## src/rtl/axil2lb_arb.sv

```systemverilog
// AXI4-Lite slave to local-bus bridge: one-entry AW/W/AR buffers, round-robin write/read arbitration, one LB access at a time.
// Latency: address accept to B/R valid is 3 cycles with a zero-wait LB. Backpressure: each AXI ready is low while its buffer is full.
// Optional LB_TIMEOUT_EN: a stalled LB access ends after TIMEOUT_CYCLES cycles and answers SLVERR.
module axil2lb_arb #(
   parameter int ADDR_W         = 16,
   parameter int DATA_W         = 32,
   parameter int TIMEOUT_CYCLES = 1024
) (
   input  logic                clk,
   input  logic                rst,
   input  logic [ADDR_W-1:0]   axil_awaddr,
   input  logic [2:0]          axil_awprot,
   input  logic                axil_awvalid,
   output logic                axil_awready,
   input  logic [DATA_W-1:0]   axil_wdata,
   input  logic [DATA_W/8-1:0] axil_wstrb,
   input  logic                axil_wvalid,
   output logic                axil_wready,
   output logic [1:0]          axil_bresp,
   output logic                axil_bvalid,
   input  logic                axil_bready,
   input  logic [ADDR_W-1:0]   axil_araddr,
   input  logic [2:0]          axil_arprot,
   input  logic                axil_arvalid,
   output logic                axil_arready,
   output logic [DATA_W-1:0]   axil_rdata,
   output logic [1:0]          axil_rresp,
   output logic                axil_rvalid,
   input  logic                axil_rready,
   output logic [ADDR_W-1:0]   waddr,
   output logic [DATA_W-1:0]   wdata,
   output logic [DATA_W/8-1:0] wstrb,
   output logic                wen,
   input  logic                wready,
   output logic [ADDR_W-1:0]   raddr,
   output logic                ren,
   input  logic [DATA_W-1:0]   rdata,
   input  logic                rvalid
);

   typedef enum logic [2:0] {IDLE, WR, WRESP, RD, RRESP} state_t;

   localparam logic [1:0] RESP_OKAY   = 2'b00;
   localparam logic [1:0] RESP_SLVERR = 2'b10;

   state_t                state, state_nxt;
   logic                  aw_full, w_full, ar_full;
   logic                  prio_rd, live;
   logic [ADDR_W-1:0]     aw_addr, ar_addr;
   logic [DATA_W-1:0]     w_data;
   logic [DATA_W/8-1:0]   w_strb;
   logic                  grant, wr_end, rd_end, to_hit;
   logic                  unused_prot;

   assign unused_prot = ^{axil_awprot, axil_arprot};

   // live keeps every ready low while reset is asserted
   assign axil_awready = live & ~aw_full;
   assign axil_wready  = live & ~w_full;
   assign axil_arready = live & ~ar_full;

   assign waddr       = aw_addr;
   assign wdata       = w_data;
   assign wstrb       = w_strb;
   assign raddr       = ar_addr;
   assign wen         = (state == WR);
   assign ren         = (state == RD);
   assign axil_bvalid = (state == WRESP);
   assign axil_rvalid = (state == RRESP);

`ifdef LB_TIMEOUT_EN
   localparam int CNT_W = $clog2(TIMEOUT_CYCLES);
   logic [CNT_W-1:0] to_cnt;

   assign to_hit = (to_cnt == CNT_W'(TIMEOUT_CYCLES - 1));

   always_ff @(posedge clk or negedge rst) begin
      if (!rst)
         to_cnt <= '0;
      else if (state == IDLE)
         to_cnt <= '0;
      else if (wen || ren)
         to_cnt <= to_cnt + 1'b1;
   end
`else
   localparam int unused_timeout = TIMEOUT_CYCLES;
   assign to_hit = 1'b0;
`endif

   always_comb begin
      state_nxt = state;
      grant     = 1'b0;
      case (state)
         IDLE: begin
            if (aw_full && w_full && (!ar_full || !prio_rd)) begin
               state_nxt = WR;
               grant     = 1'b1;
            end else if (ar_full) begin
               state_nxt = RD;
               grant     = 1'b1;
            end
         end
         WR:      if (wready || to_hit) state_nxt = WRESP;
         WRESP:   if (axil_bready)      state_nxt = IDLE;
         RD:      if (rvalid || to_hit) state_nxt = RRESP;
         RRESP:   if (axil_rready)      state_nxt = IDLE;
         default: state_nxt = IDLE;
      endcase
   end

   assign wr_end = (state == WR) && (state_nxt == WRESP);
   assign rd_end = (state == RD) && (state_nxt == RRESP);

   always_ff @(posedge clk or negedge rst) begin
      if (!rst) begin
         state      <= IDLE;
         live       <= 1'b0;
         prio_rd    <= 1'b0;
         aw_full    <= 1'b0;
         w_full     <= 1'b0;
         ar_full    <= 1'b0;
         aw_addr    <= '0;
         w_data     <= '0;
         w_strb     <= '0;
         ar_addr    <= '0;
         axil_bresp <= RESP_OKAY;
         axil_rresp <= RESP_OKAY;
         axil_rdata <= '0;
      end else begin
         state <= state_nxt;
         live  <= 1'b1;
         if (grant)
            prio_rd <= ~prio_rd;

         if (axil_awvalid && axil_awready) begin
            aw_full <= 1'b1;
            aw_addr <= axil_awaddr;
         end else if (wr_end) begin
            aw_full <= 1'b0;
         end

         if (axil_wvalid && axil_wready) begin
            w_full <= 1'b1;
            w_data <= axil_wdata;
            w_strb <= axil_wstrb;
         end else if (wr_end) begin
            w_full <= 1'b0;
         end

         if (axil_arvalid && axil_arready) begin
            ar_full <= 1'b1;
            ar_addr <= axil_araddr;
         end else if (rd_end) begin
            ar_full <= 1'b0;
         end

         // a handshake in the limit cycle wins over the timeout
         if (wr_end)
            axil_bresp <= wready ? RESP_OKAY : RESP_SLVERR;
         if (rd_end) begin
            axil_rresp <= rvalid ? RESP_OKAY : RESP_SLVERR;
            axil_rdata <= rvalid ? rdata : '0;
         end
      end
   end

endmodule

```

## config.mk

```make
export PLATFORM = sky130hd
export DESIGN_NAME = axil2lb_arb
export DESIGN_NICKNAME = d
export VERILOG_FILES = /design/src/rtl/axil2lb_arb.sv
export SDC_FILE = /design/constraint.sdc
export NUM_CORES = 1
export LEC_CHECK = 0
export ABC_AREA = 1
export CAP_MARGIN = 20
export CORE_UTILIZATION = 45
export DETAILED_ROUTE_END_ITERATION = 16
export DONT_BUFFER_PORTS = 1
export PLACE_DENSITY = 0.68
export SLEW_MARGIN = 30
export SYNTH_ARGS = -nofsm -noshare
export SYNTH_HDL_FRONTEND = slang
export SYNTH_SLANG_ARGS = --single-unit
```

## constraint.sdc

```tcl
create_clock -name clk -period 1.65 [get_ports clk]
set_clock_uncertainty 0.05 [all_clocks]
set_input_delay 0.2475 -clock clk [delete_from_list [all_inputs] [get_ports clk]]
set_output_delay 0.2475 -clock clk [all_outputs]
set_load 0.01 [all_outputs]
```

; ---- After elaboration in Yosys (flattened, before gate mapping)
; Cells that the tools add are included.
[classes]
bitwise = 7
n_eq_ne = 6
reduce_logical = 14
mux = 18
[op_table]
columns = cell, count
row1 = $mux 32, 1
row2 = $mux 3, 6
row3 = $pmux 3 s5, 1
row4 = $eq 3x2->1 const B, 3
row5 = $mux 1, 8
row6 = $logic_and 1x1->1, 7
row7 = $eq 3x3->1 const B, 2
row8 = $reduce_bool 2->1, 3
row9 = $mux 2, 2
row10 = $not 1->1, 4
row11 = $and 1x1->1, 3
row12 = $eq 3x1->1 const B, 1
row13 = $logic_not 3->1, 1
row14 = $logic_not 1->1, 2
row15 = $logic_or 1x1->1, 1
[totals]
elab_cells = 58
reg_bits = 112
output_inout_bits = 111
in_bits = 115

; ---- Longest topological paths before layout
; Gate-level depths: netlist of the first run.
[logic_depth]
word_depth = 9
mapped_depth = 6
depth_no_buf = 6

; ---- Least setup slack after synthesis of the first run
; OpenSTA, ideal clock, no wires.
[synth_path]
path_kind = reg2reg
from = reg ar_full
to = reg ar_addr[10] (netlist: raddr[10])
slack_ns = 0.502
path_stages_with_launch = 6
period_less_slack_ns = 1.148
n_path_buf = 1
t_required_ns = 1.483
arrival_ns = 0.982
setup_ns = 0.117
cell_sequence = dfrtp_1 -> nor2_4 -> nand2_2 -> buf_2 -> nand2_1 -> nand2_1
[synth_via]
elab_chain_len = 3
[synth_lines]
columns = element, line_no
row1 = "start, declared", 47  ; logic aw_full, w_full, ar_full;
row2 = "start signal, assigned", 121  ; ar_full <= 1'b0;
row3 = "start signal, assigned", 151  ; ar_full <= 1'b1;
row4 = "start signal, assigned", 154  ; ar_full <= 1'b0;
row5 = $not 1->1, 60  ; assign axil_arready = live & ~ar_full;
row6 = $and 1x1->1, 60
row7 = $logic_and 1x1->1, 150  ; if (axil_arvalid && axil_arready) begin
row8 = "end signal, assigned", 152  ; ar_addr <= axil_araddr;
row9 = "end, declared", 49  ; logic [ADDR_W-1:0] aw_addr, ar_addr;
; Every way passes these cells.
; A chain may end at the register's enable or synchronous reset.

; ---- Worst setup path after layout of the first run
[layout_path]
from = reg state[0]
to = out ren
[layout_via]
elab_chain_len = 1
[layout_lines]
columns = element, line_no
row1 = "start, declared", 46  ; state_t state, state_nxt;
row2 = "start signal, assigned", 130  ; state <= state_nxt;
row3 = $eq 3x2->1, 67  ; assign ren = (state == RD);
row4 = "end, declared", 36  ; output logic ren,
; Every way passes these cells.

==> impl_metrics.tcl, run 1 <==
set metrics [dict create \
    status "finished with violations" \
    violations "negative hold slack" \
    cts-root-buf "clkbuf_8" \
    drt_pass1_iterations 5 \
    clk_pin_slew_worst_paths_ns 0.11 \
    leakage_nw 3.00 \
    fin_setup_tns_ns 0 \
    io_pins 226 \
    htree_levels 3 \
    initial_core_util_pct 47.3 \
    finalHoldViolCount 110 \
    synth_top_area_cell "dfrtp_1" \
    drv_cap 0 \
    overflow 0 \
    synth_area_per_cell_sq_um 9.03 \
    fin_cells 733 \
    place.port_buffers 0 \
    numCtsBuffers 9 \
    die-area_sq_um 10300 \
    first_global_vias 3748 \
    drv_slew 0 \
    tightest_slew_ns 0.876 \
    fmax_ghz 0.627 \
    cp-end-kind "output port" \
    hold_buffers 118 \
    slew_headroom_pct 41.4 \
    clock_latency_ns 0.35 \
    avgRoutedWirePerCell_um 16.0 \
    grt_pass1_wl_um 17700 \
    cts.sinks 110 \
    nNetsFinal 714 \
    drt-total-wl_um 11700 \
    ant_nets 0 \
    ys.warnings.count 0 \
    drt_iter0_drc 141 \
    rows 35 \
    die_w_um 101 \
    drive_above_1_share_pct 5.96 \
    finalSetupViolCount 0 \
    core-area_sq_um 9420 \
    hold_path_class "in -> async" \
    clock_path_buffers 2 \
    irDropWorstVdd_uv 756 \
    viasPerCell 5.16 \
    holdWs_ns -0.482 \
    critical_path_arrival_ns 1.30 \
    placed_area_sq_um 4470 \
    startpoint_type "register" \
    synth_top_area_share_pct 61.8 \
    finalCritPeriodShare_pct 96.7 \
    grt_max_degree 111 \
    rsz0062_at_grt "true" \
    syn-cell-area_sq_um 4450 \
    vias 3784 \
    layout_min_cycle_time_ns 1.60 \
    dp_cells 597 \
    critPathKind "reg -> out" \
    synth_area_leaders "dfrtp_1 62%, nand2_1 19%, nand3_1 11%, buf_2 1.7%, buf_6 1.5%" \
    dp.final_hpwl_um 6580 \
    grt_use_total_pct 22.3 \
    synthCells 493 \
    finalPower_mw 9.35 \
    antenna_found_initial 0 \
    required_ns 1.35 \
    ys_ff_latch 110 \
    fill_cells 745 \
    cts_tree "yes" \
    gp_routability_congestion 0.738 \
    yosysSeqAreaShare_pct 61.8 \
    die_h_um 101 \
    ys_types 16 \
    drc 0 \
    areaGrowthSynthToFinish_pct 32.6 \
    antennaDiodeCount 0 \
    path_max_fanout 28 \
    p_per_area_nw_per_um2 1580 \
    final_area_sq_um 5900 \
]
==> path summary, 6_finish.rpt <==
| check | start | end | slack [ns] | cells after the start |
|---|---|---|---|---|
| setup / recovery | state[0]$_DFF_PN0_ | ren | 0.05 | 3 |
| hold / removal | rst | axil_rdata[28]$_DFFE_PN0P_ | -0.48 | 0 |
| setup reg to reg | state[0]$_DFF_PN0_ | axil_rdata[19]$_DFFE_PN0P_ | 0.06 | 5 |
| hold reg to reg | prio_rd$_DFFE_PN0P_ | prio_rd$_DFFE_PN0P_ | 0.47 | 2 |
| max in group asynchronous | rst | wdata[19]$_DFFE_PN0P_ | 1.83 | 0 |
| min in group clk | rdata[3] | axil_rdata[3]$_DFFE_PN0P_ | 0.02 | 2 |
==> critical path, stage by stage (launching register included) <==
cell and delay (ns):
dfrtp_1 0.41, nand2_2 0.08, nor2_4 0.24, buf_12 0.22
==> synth_stat cells, drive strengths merged <==
cell type  number
inv            10
o211ai          2
buf            27
conb            2
dfrtp         110
nand3b          1
nor2           10
nand3         102
nand2         225
clkbuf          4
==> logic make-up (layout without fill, tap and decap cells) <==
group / Yosys count / count (layout) / synth area share [%]
simple gates: 338 / 338 / 32.3
flops: 110 / 110 / 61.8
buf+inv: 41 / 151 / 5.39
other cells: 2 / 3 / 0.169
compound gates: 2 / 2 / 0.337
==> stage by stage <==
stage | util, % | setup slack (ns)
after floorplan | - | 0.502
after global placement | 47.5 | 0.320
after detailed placement | 47.5 | 0.282
final | 62.7 | 0.0539
after global routing | 62.7 | -0.0357
after CTS | 62.3 | 0.0181
==> per-layer routing <==
metal  GRT usage [%]  vias up  routed length, um  part of all wire, %
li1                -     1766                  -                    -
met1            24.4     1795               4530                   39
met2            41.4      197               6050                   52
met3            6.56       26                879                  7.5
met4            6.80        0                252                  2.2
met5               0        -                  0                    0
==> layout make-up <==
class	count	area [sq um]	area share, %
clock buffer	11	151	2.56
timing repair buffer	125	1260	21.3
multi-input combinational	343	1480	25.0
tap	129	161	2.73
sequential	110	2750	46.6
inverter	10	37.5	0.636
clock inverter	5	65.1	1.10
==> where the power goes <==
| group | switching, mW | internal (mW) |
|---|---|---|
| Combinational | 1.32 | 0.929 |
| Sequential | 1.49 | 3.90 |
| Clock | 0.912 | 0.800 |
==> timing repair <==
action                     CTS  global route
resized for setup            0             8
setup endpoints to repair    0            15
hold endpoints to repair   210           110
buffers inserted             0             2
==> cell usage in the layout, fill, tap and decap left out, types with 2 or more instances in the layout <==
cell and n:
dfrtp_1 110, buf_4 4, nor2_4 3, nand2_1 219, nand2_2 5, buf_12 2, inv_1 9, o211ai_1 2
clkbuf_8 11, clkinv_4 3, conb_1 3, dlygate4sd3_1 116, nand3_1 101, nor2_1 6
==> flip-flops by register name, summed over array words and instances, names as in the netlist <==
register / count
wdata: 32
raddr: 16
axil_rdata: 32
wstrb: 4
ar_full: 1
live: 1
state: 3
waddr: 16
w_full: 1
axil_bresp: 1
axil_rresp: 1
aw_full: 1
prio_rd: 1
No activity file was read; power rests on OpenSTA's default activity.
==> run 2: changes to the inputs <==
- SLEW_MARGIN: 30 -> unset
- TNS_END_PERCENT: unset -> 5
==> run 2 against run 1 <==
Compared with the run above:
- the flow still finishes with violations (negative hold slack)
- global-route usage stayed put
- design area is 0.47% higher
- maximum frequency is 0.74% higher
- die area stayed put
- clock-buffer cell count stayed put
- worst hold slack better by 0.0013 ns
- total power is 0.12% higher
- core utilization is 0.29 points higher
- via count is 0.18% higher
- highest routed layer unchanged
==> impl_metrics.tcl, run 2 (same netlist as run 1, synthesis figures left out) <==
set metrics [dict create \
    status "finished with violations" \
    violations "negative hold slack" \
    finalSetupViolCount 0 \
    r2r_start "live$_DFF_PN0_" \
    htree_levels 3 \
    cts-root-buf "clkbuf_8" \
    r2r_cells 6 \
    die_w_um 101 \
    layout_commonest_cell "nand2_1" \
    gp_routability_congestion 0.738 \
    clock_latency_ns 0.35 \
    cts.sinks 110 \
    p_per_area_nw_per_um2 1580 \
    required_ns 1.35 \
    clock_path_buffers 2 \
    cts_tree "yes" \
    drt_iter0_drc 175 \
    drt_pass1_iterations 4 \
    viasPerCell 5.16 \
    grt_max_degree 111 \
    layout_min_cycle_time_ns 1.58 \
    ant_nets 0 \
    worst_slack_ns 0.0655 \
    leakage_nw 3.02 \
    numCtsBuffers 9 \
    io_pins 226 \
    cp-end-kind "output port" \
    register_area_sq_um 2750 \
    drv_slew 0 \
    place_ws_ns 0.282 \
    dp.final_hpwl_um 6580 \
    hold_buffers 118 \
    vias 3791 \
    initial_core_util_pct 47.3 \
    antenna_found_initial 0 \
    finalCritPeriodShare_pct 96.0 \
    fmax_ghz 0.631 \
    hold_path_class "in -> async" \
    post-route-util_pct 63.0 \
    r2r-end "waddr[1]$_DFFE_PN0P_" \
    wl_met2_um 6070 \
    drv_cap 0 \
    slew_headroom_pct 41.5 \
    met3_length_um 904 \
    tightest_slew_ns 0.875 \
    holdWs_ns -0.481 \
    fill_cells 740 \
    rsz0062_at_grt "true" \
    die-area_sq_um 10300 \
    path_max_fanout 28 \
    core-area_sq_um 9420 \
    die_h_um 101 \
    areaGrowthSynthToFinish_pct 33.2 \
    finalHoldViolCount 110 \
    avgRoutedWirePerCell_um 16.0 \
    wl_met1_um 4510 \
    first_global_vias 3748 \
    place.port_buffers 0 \
    startpoint_type "register" \
    top_layer "met4" \
    critPathKind "reg -> out" \
    reg2reg_slack_ns 0.07 \
    rows 35 \
    nNetsFinal 715 \
    antennaDiodeCount 0 \
    drt-total-wl_um 11700 \
    grt_pass1_wl_um 17700 \
    multi_input_area_sq_um 1470 \
    overflow 0 \
    critical_path_arrival_ns 1.29 \
    drc 0 \
    drive_above_1_share_pct 5.79 \
    clk_pin_slew_worst_paths_ns 0.11 \
    mostFrequentLayoutCells "219 x nand2_1, 117 x dlygate4sd3_1, 110 x dfrtp_1" \
    irDropWorstVdd_uv 757 \
    grt_use_total_pct 22.3 \
]
run 2: cell types whose count changed in the layout (fill, tap and decap cells not counted), sizes merged:
cell         delta
dlygate4sd3     +1
run 2: where the power goes:
| part | total (mW) | internal (mW) | leakage (nW) | switching [mW] |
|---|---|---|---|---|
| Clock | 1.71 | 0.800 | 0.110 | 0.912 |
| Combinational | 2.26 | 0.936 | 1.53 | 1.32 |
| Sequential | 5.39 | 3.90 | 1.37 | 1.49 |
run 2: worst max path at each step:
stage / startpoint / end / slack (ns)
global route: state[1]$_DFF_PN0_ / ren / -0.02
detailed placement: state[1]$_DFF_PN0_ / ar_full$_DFFE_PN0P_ / 0.28
floorplan: ar_full$_DFFE_PN0P_ / raddr[10]$_DFFE_PN0P_ / 0.50
finish: state[0]$_DFF_PN0_ / ren / 0.07
CTS: axil_wvalid / wdata[27]$_DFFE_PN0P_ / 0.02
global placement: state[0]$_DFF_PN0_ / ar_full$_DFFE_PN0P_ / 0.32
run 2: final cells by class:
cell class | count | share of cell area, %
sequential | 110 | 46.4
inverter | 10 | 0.633
multi-input combinational | 343 | 24.8
tap | 129 | 2.72
timing repair buffer | 126 | 21.8
clock buffer | 11 | 2.55
clock inverter | 5 | 1.10
run 2: routing by layer:
layer,GRT usage [%],vias up
li1,-,1766
met1,24.4,1802
met2,41.4,196
met3,6.56,27
met4,6.80,0
met5,0,-
run 2: repair_timing:
action | 4_1_cts | 5_1_grt
resized for setup | 0 | 7
setup endpoints to repair | 0 | 15
buffers inserted | 0 | 2
endpoints found under the hold margin | 210 | 110
run 2: critical path, stage by stage, from the launching register on:
cell     delay [ns]
dfrtp_1        0.41
nand2_2        0.08
nor2_4         0.23
buf_12         0.21
run 2: per-stage QoR:
stage | hold WS [ns] | TNS (ns) | cells | area [sq um] | power, mW
5_1_grt | -0.516 | -0.0423 | 734 | 5930 | 10.0
3_3_place_gp | -0.0959 | 0 | 597 | 4470 | 7.16
3_5_place_dp | -0.0962 | 0 | 597 | 4470 | 7.30
4_1_cts | -0.501 | 0 | 731 | 5870 | 9.28
6_report | -0.481 | 0 | 734 | 5930 | 9.36
2_1_floorplan | -0.0981 | 0 | 494 | 4460 | 6.77
==> run 3: changes to the inputs <==
- CORE_UTILIZATION: 45 -> 51
- PLACE_DENSITY: 0.68 -> 0.74
==> run 3 against run 2 <==
Compared with the run above:
- the run now fails in 4_1_cts
- area after synthesis unchanged
- synthesized cell count is the same
==> impl_metrics.tcl, run 3 <==
set metrics [dict create \
    cts-root-buf "clkbuf_8" \
    gp_routability_congestion 0.756 \
    yosysMostFrequentCell "nand2_1" \
    synth_top_area_share_pct 61.8 \
    post_cts_buffers 0 \
    numCtsBuffers 9 \
    ys_top_cells_by_count "221 x nand2_1, 110 x dfrtp_1, 102 x nand3_1" \
    synth_flop_cell "dfrtp_1" \
    dp_cells 573 \
    status "stopped before the end" \
    die_w_um 95.4 \
    ys.warnings.count 0 \
    error_message "[ERROR RSZ-0060] Max buffer count reached." \
    yosysSeqAreaShare_pct 61.8 \
    clock_path_buffers 2 \
    synth_top_area_cell "dfrtp_1" \
    dp.final_hpwl_um 6500 \
    io_pins 226 \
    synth_edf_count 0 \
    rows 33 \
    hold_buffers 119 \
    die_h_um 95.4 \
    synth_area_per_cell_sq_um 9.03 \
    async_reset_ff_share_pct 100 \
    synthCells 493 \
    syn-cell-area_sq_um 4450 \
    lastStage "4_1_cts" \
    ys_ff_latch 110 \
    synth_area_leaders "dfrtp_1 62%, nand2_1 19%, nand3_1 11%, buf_2 1.7%, buf_6 1.5%" \
    initial_core_util_pct 53.4 \
    ctsResizeCount 0 \
    cts.sinks 110 \
    ys_types 16 \
    htree_levels 3 \
    place.port_buffers 0 \
]
run 3: cells by family after synthesis:
family	after synthesis	share of synthesized area (%)
AOI/OAI and AO/OA	2	0.337
DFF	110	61.8
and+or+nand+nor	338	32.3
other	2	0.169
buffers and inverters	41	5.39
run 3: per-stage QoR:
| step | setup WS [ns] | util, % | hold slack, ns | area [sq um] |
|---|---|---|---|---|
| detailed placement | 0.360 | 53.2 | -0.0962 | 4440 |
| global placement | 0.415 | 53.2 | -0.0962 | 4440 |
| floorplan | 0.502 | - | -0.0981 | 4460 |
==> run 4: changes to the inputs <==
- CORE_UTILIZATION: 51 -> 36
- PLACE_DENSITY: 0.74 -> unset
- PLACE_DENSITY_LB_ADDON: unset -> 0.15
==> run 4 against run 3 <==
Compared with the run above:
- the flow now finishes, with violations (negative hold slack)
==> impl_metrics.tcl, run 4 (same netlist as run 1, synthesis figures left out) <==
set metrics [dict create \
    leakage_nw 3.07 \
    rsz0062_at_grt "true" \
    drv_slew 0 \
    avgRoutedWirePerCell_um 15.9 \
    clock_path_buffers 2 \
    nNetsFinal 721 \
    fill_cells 1084 \
    hold_path_class "in -> async" \
    io_pins 226 \
    register_area_sq_um 2750 \
    irDropWorstVdd_uv 744 \
    path_max_fanout 25 \
    cts_tree "yes" \
    p_per_area_nw_per_um2 1590 \
    rows 40 \
    core-area_sq_um 12000 \
    drc 0 \
    clock_latency_ns 0.35 \
    violations "negative hold slack" \
    initial_core_util_pct 37.1 \
    overflow 0 \
    place.port_buffers 0 \
    required_ns 1.35 \
    multi_input_area_sq_um 1470 \
    grt_use_total_pct 19.3 \
    layout_commonest_cell "nand2_1" \
    viasPerCell 4.98 \
    die_h_um 113 \
    max_stage_delay_ns 0.39 \
    finalSetupViolCount 0 \
    cts.sinks 110 \
    numCtsBuffers 9 \
    drt_iter0_drc 136 \
    cts-root-buf "clkbuf_16" \
    startpoint_type "register" \
    first_global_vias 3792 \
    path_cells "nand2_2, nor2_4, buf_4" \
    critPathKind "reg -> out" \
    grt_pass1_wl_um 19000 \
    slowest_stage "dfrtp_1" \
    drive_above_1_share_pct 4.92 \
    dp.final_hpwl_um 6890 \
    hold_buffers 126 \
    layout_min_cycle_time_ns 1.62 \
    tightest_slew_ns 0.941 \
    antennaDiodeCount 0 \
    post-route-util_pct 50.5 \
    holdWs_ns -0.461 \
    slew_headroom_pct 37.1 \
    grt_max_degree 111 \
    areaGrowthSynthToFinish_pct 36.3 \
    critical_path_arrival_ns 1.32 \
    drt-total-wl_um 12000 \
    mostFrequentLayoutCells "220 x nand2_1, 118 x dlygate4sd3_1, 110 x dfrtp_1" \
    drv_cap 0 \
    die_w_um 113 \
    status "finished with violations" \
    cp-end-kind "output port" \
    drt_pass1_iterations 4 \
    htree_levels 3 \
    fmax_ghz 0.619 \
    clk_pin_slew_worst_paths_ns 0.07 \
    vias 3772 \
    finalCritPeriodShare_pct 97.9 \
    ant_nets 0 \
    gp_routability_congestion 0.756 \
    antenna_found_initial 0 \
    die-area_sq_um 12800 \
    finalPower_mw 9.66 \
    finalHoldViolCount 111 \
]
[run 4: cell type report]
| cell class | instances | area share (%) |
|---|---|---|
| Clock inverter | 1 | 0.0825 |
| Clock buffer | 14 | 4.35 |
| Timing Repair Buffer | 132 | 22.4 |
| Inverter | 10 | 0.618 |
| Multi-Input combinational cell | 343 | 24.2 |
| Sequential cell | 110 | 45.4 |
| Tap cell | 147 | 3.03 |
[run 4: power breakdown]
| part | total (mW) | internal [mW] | switching (mW) |
|---|---|---|---|
| combinational | 2.25 | 0.951 | 1.29 |
| clock | 2.01 | 1.10 | 0.913 |
| sequential | 5.40 | 3.91 | 1.50 |
| total | 9.66 | 5.96 | 3.70 |
[run 4: path summary, 6_finish.rpt]
path,start,to,slack (ns),depth (start not counted)
worst min register to register,prio_rd$_DFFE_PN0P_,prio_rd$_DFFE_PN0P_,0.44,2
worst max-delay path,state[1]$_DFF_PN0_,ren,0.03,3
min in group clk,rvalid,axil_rdata[16]$_DFFE_PN0P_,0,2
worst min-delay path,rst,axil_rdata[17]$_DFFE_PN0P_,-0.46,0
max in group asynchronous,rst,wdata[20]$_DFFE_PN0P_,1.86,0
worst max register to register,state[1]$_DFF_PN0_,axil_rdata[31]$_DFFE_PN0P_,0.05,6
[run 4: worst max-delay path: cells and delay by family (launching register included)]
family                 cells  cell delay, ns
buffers and inverters      1            0.32
AND/OR/NAND/NOR            2            0.25
flip-flops                 1            0.39
[run 4: per-stage QoR]
| stage | instances | TNS [ns] | worst slack [ns] | instance area (sq um) |
|---|---|---|---|---|
| 6_report | 757 | 0 | 0.0340 | 6070 |
| 5_1_grt | 757 | -0.0863 | -0.0562 | 6070 |
| 4_1_cts | 757 | 0 | 0.0230 | 6040 |
| 3_5_place_dp | 616 | 0 | 0.336 | 4500 |
| 3_3_place_gp | 616 | 0 | 0.366 | 4500 |
| 2_1_floorplan | 494 | 0 | 0.502 | 4460 |
[run 4: per-layer routing]
layer / part of all wire (%) / global-route usage [%]
met1: 40 / 22.0
met2: 50 / 33.1
met3: 7.7 / 5.52
met4: 2.6 / 10.0
met5: 0 / 0
[run 4: what timing repair did]
action	in CTS	in global routing
hold endpoints to repair	212	110
gates resized for setup	0	11
setup endpoints to repair	0	18
buffers inserted	0	1
